**config.mk**
```make
export PLATFORM = sky130hd
export DESIGN_NAME = textmode_map_ctrl
export DESIGN_NICKNAME = d
export VERILOG_FILES = /design/src/rtl/textmode_map_ctrl.sv
export SDC_FILE = /design/constraint.sdc
export NUM_CORES = 1
export LEC_CHECK = 0
export BUFFER_PORTS_ARGS = -buffer_cell sky130_fd_sc_hd__clkbuf_2
export CORE_ASPECT_RATIO = 0.7
export CORE_MARGIN = 5
export CORE_UTILIZATION = 38
export DETAILED_ROUTE_END_ITERATION = 10
export GPL_ROUTABILITY_DRIVEN = 0
export HOLD_SLACK_MARGIN = 0.05
export PLACE_DENSITY_LB_ADDON = 0.1
export RECOVER_POWER = 100
export SYNTH_ARGS = -nofsm -noshare
export SYNTH_HDL_FRONTEND = slang
export SYNTH_SLANG_ARGS = --single-unit
```
**constraint.sdc**
```tcl
create_clock -name clk_25m -period 6.3 [get_ports clk_25m]
set_input_delay 1.26 -clock clk_25m [delete_from_list [all_inputs] [get_ports clk_25m]]
set_output_delay 1.26 -clock clk_25m [all_outputs]
set_load 0.05 [all_outputs]
```
**src/rtl/textmode_map_ctrl.sv**
```systemverilog
`default_nettype none
// ============================================================================
//  Module      : textmode_map_ctrl
//  Description : Write sequencer / arbiter for the 80x30 text-mode character
//                and colour maps. Passes single host writes through when idle
//                and runs clear-screen and scroll-up-one-row bulk commands.
//  Revision    : 1.0 - initial release
// ============================================================================
module textmode_map_ctrl #(
    parameter int COLS = 80,
    parameter int ROWS = 30,
    parameter int AW   = $clog2(COLS*ROWS)
) (
    input  logic          clk_25m,
    input  logic          rst,
    input  logic          host_valid_i,
    output logic          host_ready_o,
    input  logic          host_sel_i,
    input  logic [AW-1:0] host_addr_i,
    input  logic [7:0]    host_data_i,
    input  logic          cmd_valid_i,
    output logic          cmd_ready_o,
    input  logic [1:0]    cmd_op_i,
    input  logic [7:0]    cmd_char_i,
    input  logic [7:0]    cmd_color_i,
    output logic          busy_o,
    output logic          done_o,
    output logic [AW-1:0] ch_map_addr_o,
    output logic [7:0]    ch_map_data_o,
    output logic          ch_map_wen_o,
    output logic [AW-1:0] col_map_addr_o,
    output logic [7:0]    col_map_data_o,
    output logic          col_map_wen_o,
    input  logic [7:0]    ch_map_rdata_i,
    input  logic [7:0]    col_map_rdata_i
);

    localparam logic [2:0] S_IDLE     = 3'd0;
    localparam logic [2:0] S_CLEAR    = 3'd1;
    localparam logic [2:0] S_SCR_RD   = 3'd2;
    localparam logic [2:0] S_SCR_WR   = 3'd3;
    localparam logic [2:0] S_SCR_FILL = 3'd4;
    localparam logic [2:0] S_DONE     = 3'd5;

    localparam logic [AW-1:0] c_ONE        = AW'(1);
    localparam logic [AW-1:0] c_COLS       = AW'(COLS);
    localparam logic [AW-1:0] c_LAST       = AW'(COLS*ROWS-1);
    localparam logic [AW-1:0] c_SRC_LAST   = AW'(COLS*(ROWS-1)-1);
    localparam logic [AW-1:0] c_FILL_FIRST = AW'(COLS*(ROWS-1));

    logic [2:0]    r_state;
    logic [AW-1:0] r_cnt;
    logic [7:0]    r_fill_char;
    logic [7:0]    r_fill_color;
    logic          w_cmd_accept;

    // cmd_ready_o already folds in reset, IDLE and host priority
    assign w_cmd_accept = cmd_valid_i & cmd_ready_o;

    // Sequencer: state, cell counter and latched fill values
    always_ff @(posedge clk_25m) begin
        if (rst) begin
            r_state      <= S_IDLE;
            r_cnt        <= '0;
            r_fill_char  <= 8'h00;
            r_fill_color <= 8'h00;
        end else begin
            case (r_state)
                S_IDLE: begin
                    if (w_cmd_accept) begin
                        r_fill_char  <= cmd_char_i;
                        r_fill_color <= cmd_color_i;
                        r_cnt        <= '0;
                        case (cmd_op_i)
                            2'b00:   r_state <= S_CLEAR;
                            2'b01:   r_state <= S_SCR_RD;
                            default: r_state <= S_DONE;
                        endcase
                    end
                end
                S_CLEAR, S_SCR_FILL: begin
                    if (r_cnt == c_LAST) begin
                        r_state <= S_DONE;
                    end else begin
                        r_cnt <= r_cnt + c_ONE;
                    end
                end
                S_SCR_RD: begin
                    r_state <= S_SCR_WR;
                end
                S_SCR_WR: begin
                    // Source row stops at the last row; the last row is then filled
                    if (r_cnt == c_SRC_LAST) begin
                        r_cnt   <= c_FILL_FIRST;
                        r_state <= S_SCR_FILL;
                    end else begin
                        r_cnt   <= r_cnt + c_ONE;
                        r_state <= S_SCR_RD;
                    end
                end
                S_DONE: begin
                    r_state <= S_IDLE;
                end
                default: begin
                    r_state <= S_IDLE;
                end
            endcase
        end
    end

    // Map port and handshake decode; everything is quiet while rst is high
    always_comb begin
        host_ready_o   = 1'b0;
        cmd_ready_o    = 1'b0;
        busy_o         = 1'b0;
        done_o         = 1'b0;
        ch_map_addr_o  = '0;
        ch_map_data_o  = 8'h00;
        ch_map_wen_o   = 1'b0;
        col_map_addr_o = '0;
        col_map_data_o = 8'h00;
        col_map_wen_o  = 1'b0;
        if (!rst) begin
            case (r_state)
                S_IDLE: begin
                    host_ready_o = 1'b1;
                    cmd_ready_o  = !host_valid_i;
                    if (host_valid_i) begin
                        ch_map_addr_o  = host_addr_i;
                        col_map_addr_o = host_addr_i;
                        ch_map_data_o  = host_data_i;
                        col_map_data_o = host_data_i;
                        ch_map_wen_o   = !host_sel_i;
                        col_map_wen_o  = host_sel_i;
                    end
                end
                S_CLEAR, S_SCR_FILL: begin
                    busy_o         = 1'b1;
                    ch_map_addr_o  = r_cnt;
                    col_map_addr_o = r_cnt;
                    ch_map_data_o  = r_fill_char;
                    col_map_data_o = r_fill_color;
                    ch_map_wen_o   = 1'b1;
                    col_map_wen_o  = 1'b1;
                end
                S_SCR_RD: begin
                    busy_o         = 1'b1;
                    ch_map_addr_o  = r_cnt + c_COLS;
                    col_map_addr_o = r_cnt + c_COLS;
                end
                S_SCR_WR: begin
                    busy_o         = 1'b1;
                    ch_map_addr_o  = r_cnt;
                    col_map_addr_o = r_cnt;
                    ch_map_data_o  = ch_map_rdata_i;
                    col_map_data_o = col_map_rdata_i;
                    ch_map_wen_o   = 1'b1;
                    col_map_wen_o  = 1'b1;
                end
                S_DONE: begin
                    busy_o = 1'b1;
                    done_o = 1'b1;
                end
                default: begin
                end
            endcase
        end
    end

endmodule
`default_nettype wire

```
==> reports/results.txt <==
Dominant synthesized flop cell - dfxtp_1
# rows - 24
MaxCap Viol Count - 0
RSZ-0062 raised after global routing - false
Endpoints failing hold - 0
Number of global-route vias before repair - 2179
Synthesized flop and latch total - 31
Crit Path Class - in2out
Max incr delay on CP - 0.88 ns
Layout Skew - 0.003068 ns
Clk sinks - 31
Cts bufs inserted - 5
Wire length per cell - 15.52 µm
Ports - 105
Vias - 2619
Static leakage - 1.054 nW
Syn Nets - 392
Met3 wire len - 569 µm
Worst hold path depth - 2
Fin. max-slew vios - 0
Initial antenna violation count - 0
Top Metal Used - met4
Mean Syn Cell Area - 7.157 µm²
Register area - 620.6 µm²
Post-DP HPWL - 5.829 mm
Yosys warns - 0
Number of nets in the layout - 467
Layout area overhead - 18.28%
Final period utilization - 76.35%
Maximum vdd drop - 119.0 µV
Syn Inst Count - 329
CP Capture Type - primary output
DRT iter0 DRCs - 156
CTS tree - yes
Most common cell after layout, fill and taps aside - nand2_1
Worst-path cell chain - clkbuf_1, inv_1, nand2_1, nor2_1, clkbuf_1
WL met1 - 3.792 mm
Fraction of layout cells with a size suffix above 1 - 19.06%
Initial core utilization - 38.44%
PortBufs - 104
Status - finished, final reports clean
Total global routing overflow - 0
Startpoint Class - primary input
Fmax - 0.2079 GHz
Pre-Repair DR Iteration Count - 4
Die Y - 75.86 µm
First-pass GRT wire length - 11.28 mm
Multi-input logic area - 1494 µm²
Number of diodes - 0
Seq/Total Area, Yosys - 26.35%
Filler cell count - 690
Gr usage total - 17.65%
CTS root buf - clkbuf_8
Met2 routed WL - 3.087 mm
Worst-skew pair later-pin latency - 0.28 ns
Final Critical Period - 4.810 ns
WL final - 7.481 mm
Area after DPL - 2766 µm²
Die area - 7896 µm²
DR vias/cell - 5.434
Min-delay worst type - reg2reg
Design Area, Final - 2785 µm²
Post-synth EDFFs - 0
Setup violators final - 0
Post-synth ARST share - 0%
CP most frequent cell - clkbuf_1
H-tree depth - 2
Setup repair bufs after CTS - 0
Syn Std Cell Area - 2355 µm²
Drt drc - 0
Worst EP required - 5.04 ns
Largest net degree at the start of global routing - 29
Worst Path Arrival - 3.55 ns
Clock transition at the registers of the reported paths - 0.07 ns
Maximum clock path buffer count - 2
Netlist cell types - 56
Hold Buf Count CTS - 0
Slowest-stage cell, CP - clkbuf_1
PostCTS Resize Cnt - 0
Routed Antenna Nets - 0
Actual slew at the worst max-slew pin - 1.238 ns
Relative slew margins - 17.49%
Reg2reg path depth - 5
Core Area - 6126 µm²
Die W - 104.1 µm
Power density cells - 225.5 nW/µm²
TNS Setup - 0 ns
Most frequent cells in the layout - nand2_1 (67), clkbuf_2 (58), a21oi_1 (48), clkbuf_1 (46), dfxtp_1 (31)
Crit-path max FO - 28
==> per-layer routing <==
layer  global-route usage (%)  vias to the layer above
li1                         -                     1314
met1                    27.40                     1205
met2                    25.00                       96
met3                    3.810                        4
met4                    3.017                        0
met5                        0                        -
==> per-stage QoR <==
stage	hold WS, ns	power, mW	instances	worst slack, ns	utilization (%)
final	0.4611	0.6281	482	1.490	45.47
after floorplan	0.4360	0.4248	329	1.954	-
after global placement	0.4475	0.4809	475	2.127	45.16
after CTS	0.4624	0.6396	482	2.041	46.59
after global routing	0.4788	0.6611	482	1.218	45.47
after detailed placement	0.4528	0.4808	475	2.056	45.16
==> critical path: cells and delay by family <==
family | cells | cell delay (ns)
buf+inv | 3 | 1.59
simple gates | 2 | 0.67
==> sequential cells by signal, indices dropped and copies added, names as in the netlist <==
name	flops
r_cnt	12
r_state	3
r_fill_color	8
r_fill_char	8
==> synth_stat cells (all sizes together), types with 5 or more instances <==
cell    count  area, µm²
clkbuf     10      37.54
nor2b       5      31.28
buf        27      176.4
o21ai      11      55.05
nor3        6      35.03
nor2       23      96.35
a221o       5      50.05
dfxtp      31      620.6
nor4        6      58.80
nand2      67      251.5
nand3       9      45.04
a21oi      48      244.0
and3        6      37.54
a22oi      20      150.1
==> power breakdown <==
| part | internal, mW | total (mW) | switching, mW |
|---|---|---|---|
| registers | 0.203 | 0.215 | 0.0120 |
| logic | 0.0614 | 0.254 | 0.192 |
| clock network | 0.0856 | 0.159 | 0.0737 |
==> cell families after synthesis <==
kind of cell	Yosys count	share of synthesized area (%)
mux	2	0.9033
simple gates	143	30.98
compound gates	103	28.06
flops	31	26.36
buf+inv	41	9.724
xor+xnor	5	1.860
fa+ha+maj	4	2.125
==> final timing paths <==
kind,end,startpoint,slack [ns]
worst max register to register,r_cnt[0],r_state[0],3.87
worst min-delay path,r_fill_char[0],r_fill_char[0],0.46
worst min register to register,r_fill_char[0],r_fill_char[0],0.46
worst max-delay path,col_map_addr_o[11],rst,1.49
==> final cells by class <==
class	instances	share of cell area, %
repair buffers	105	16.89
well taps	78	3.504
flip-flops and latches	31	22.28
clock inverters	1	0.1797
inverters	4	0.5391
multi-input cells	257	53.64
clock buffers	6	2.965
(Power assumes the default switching activity.)
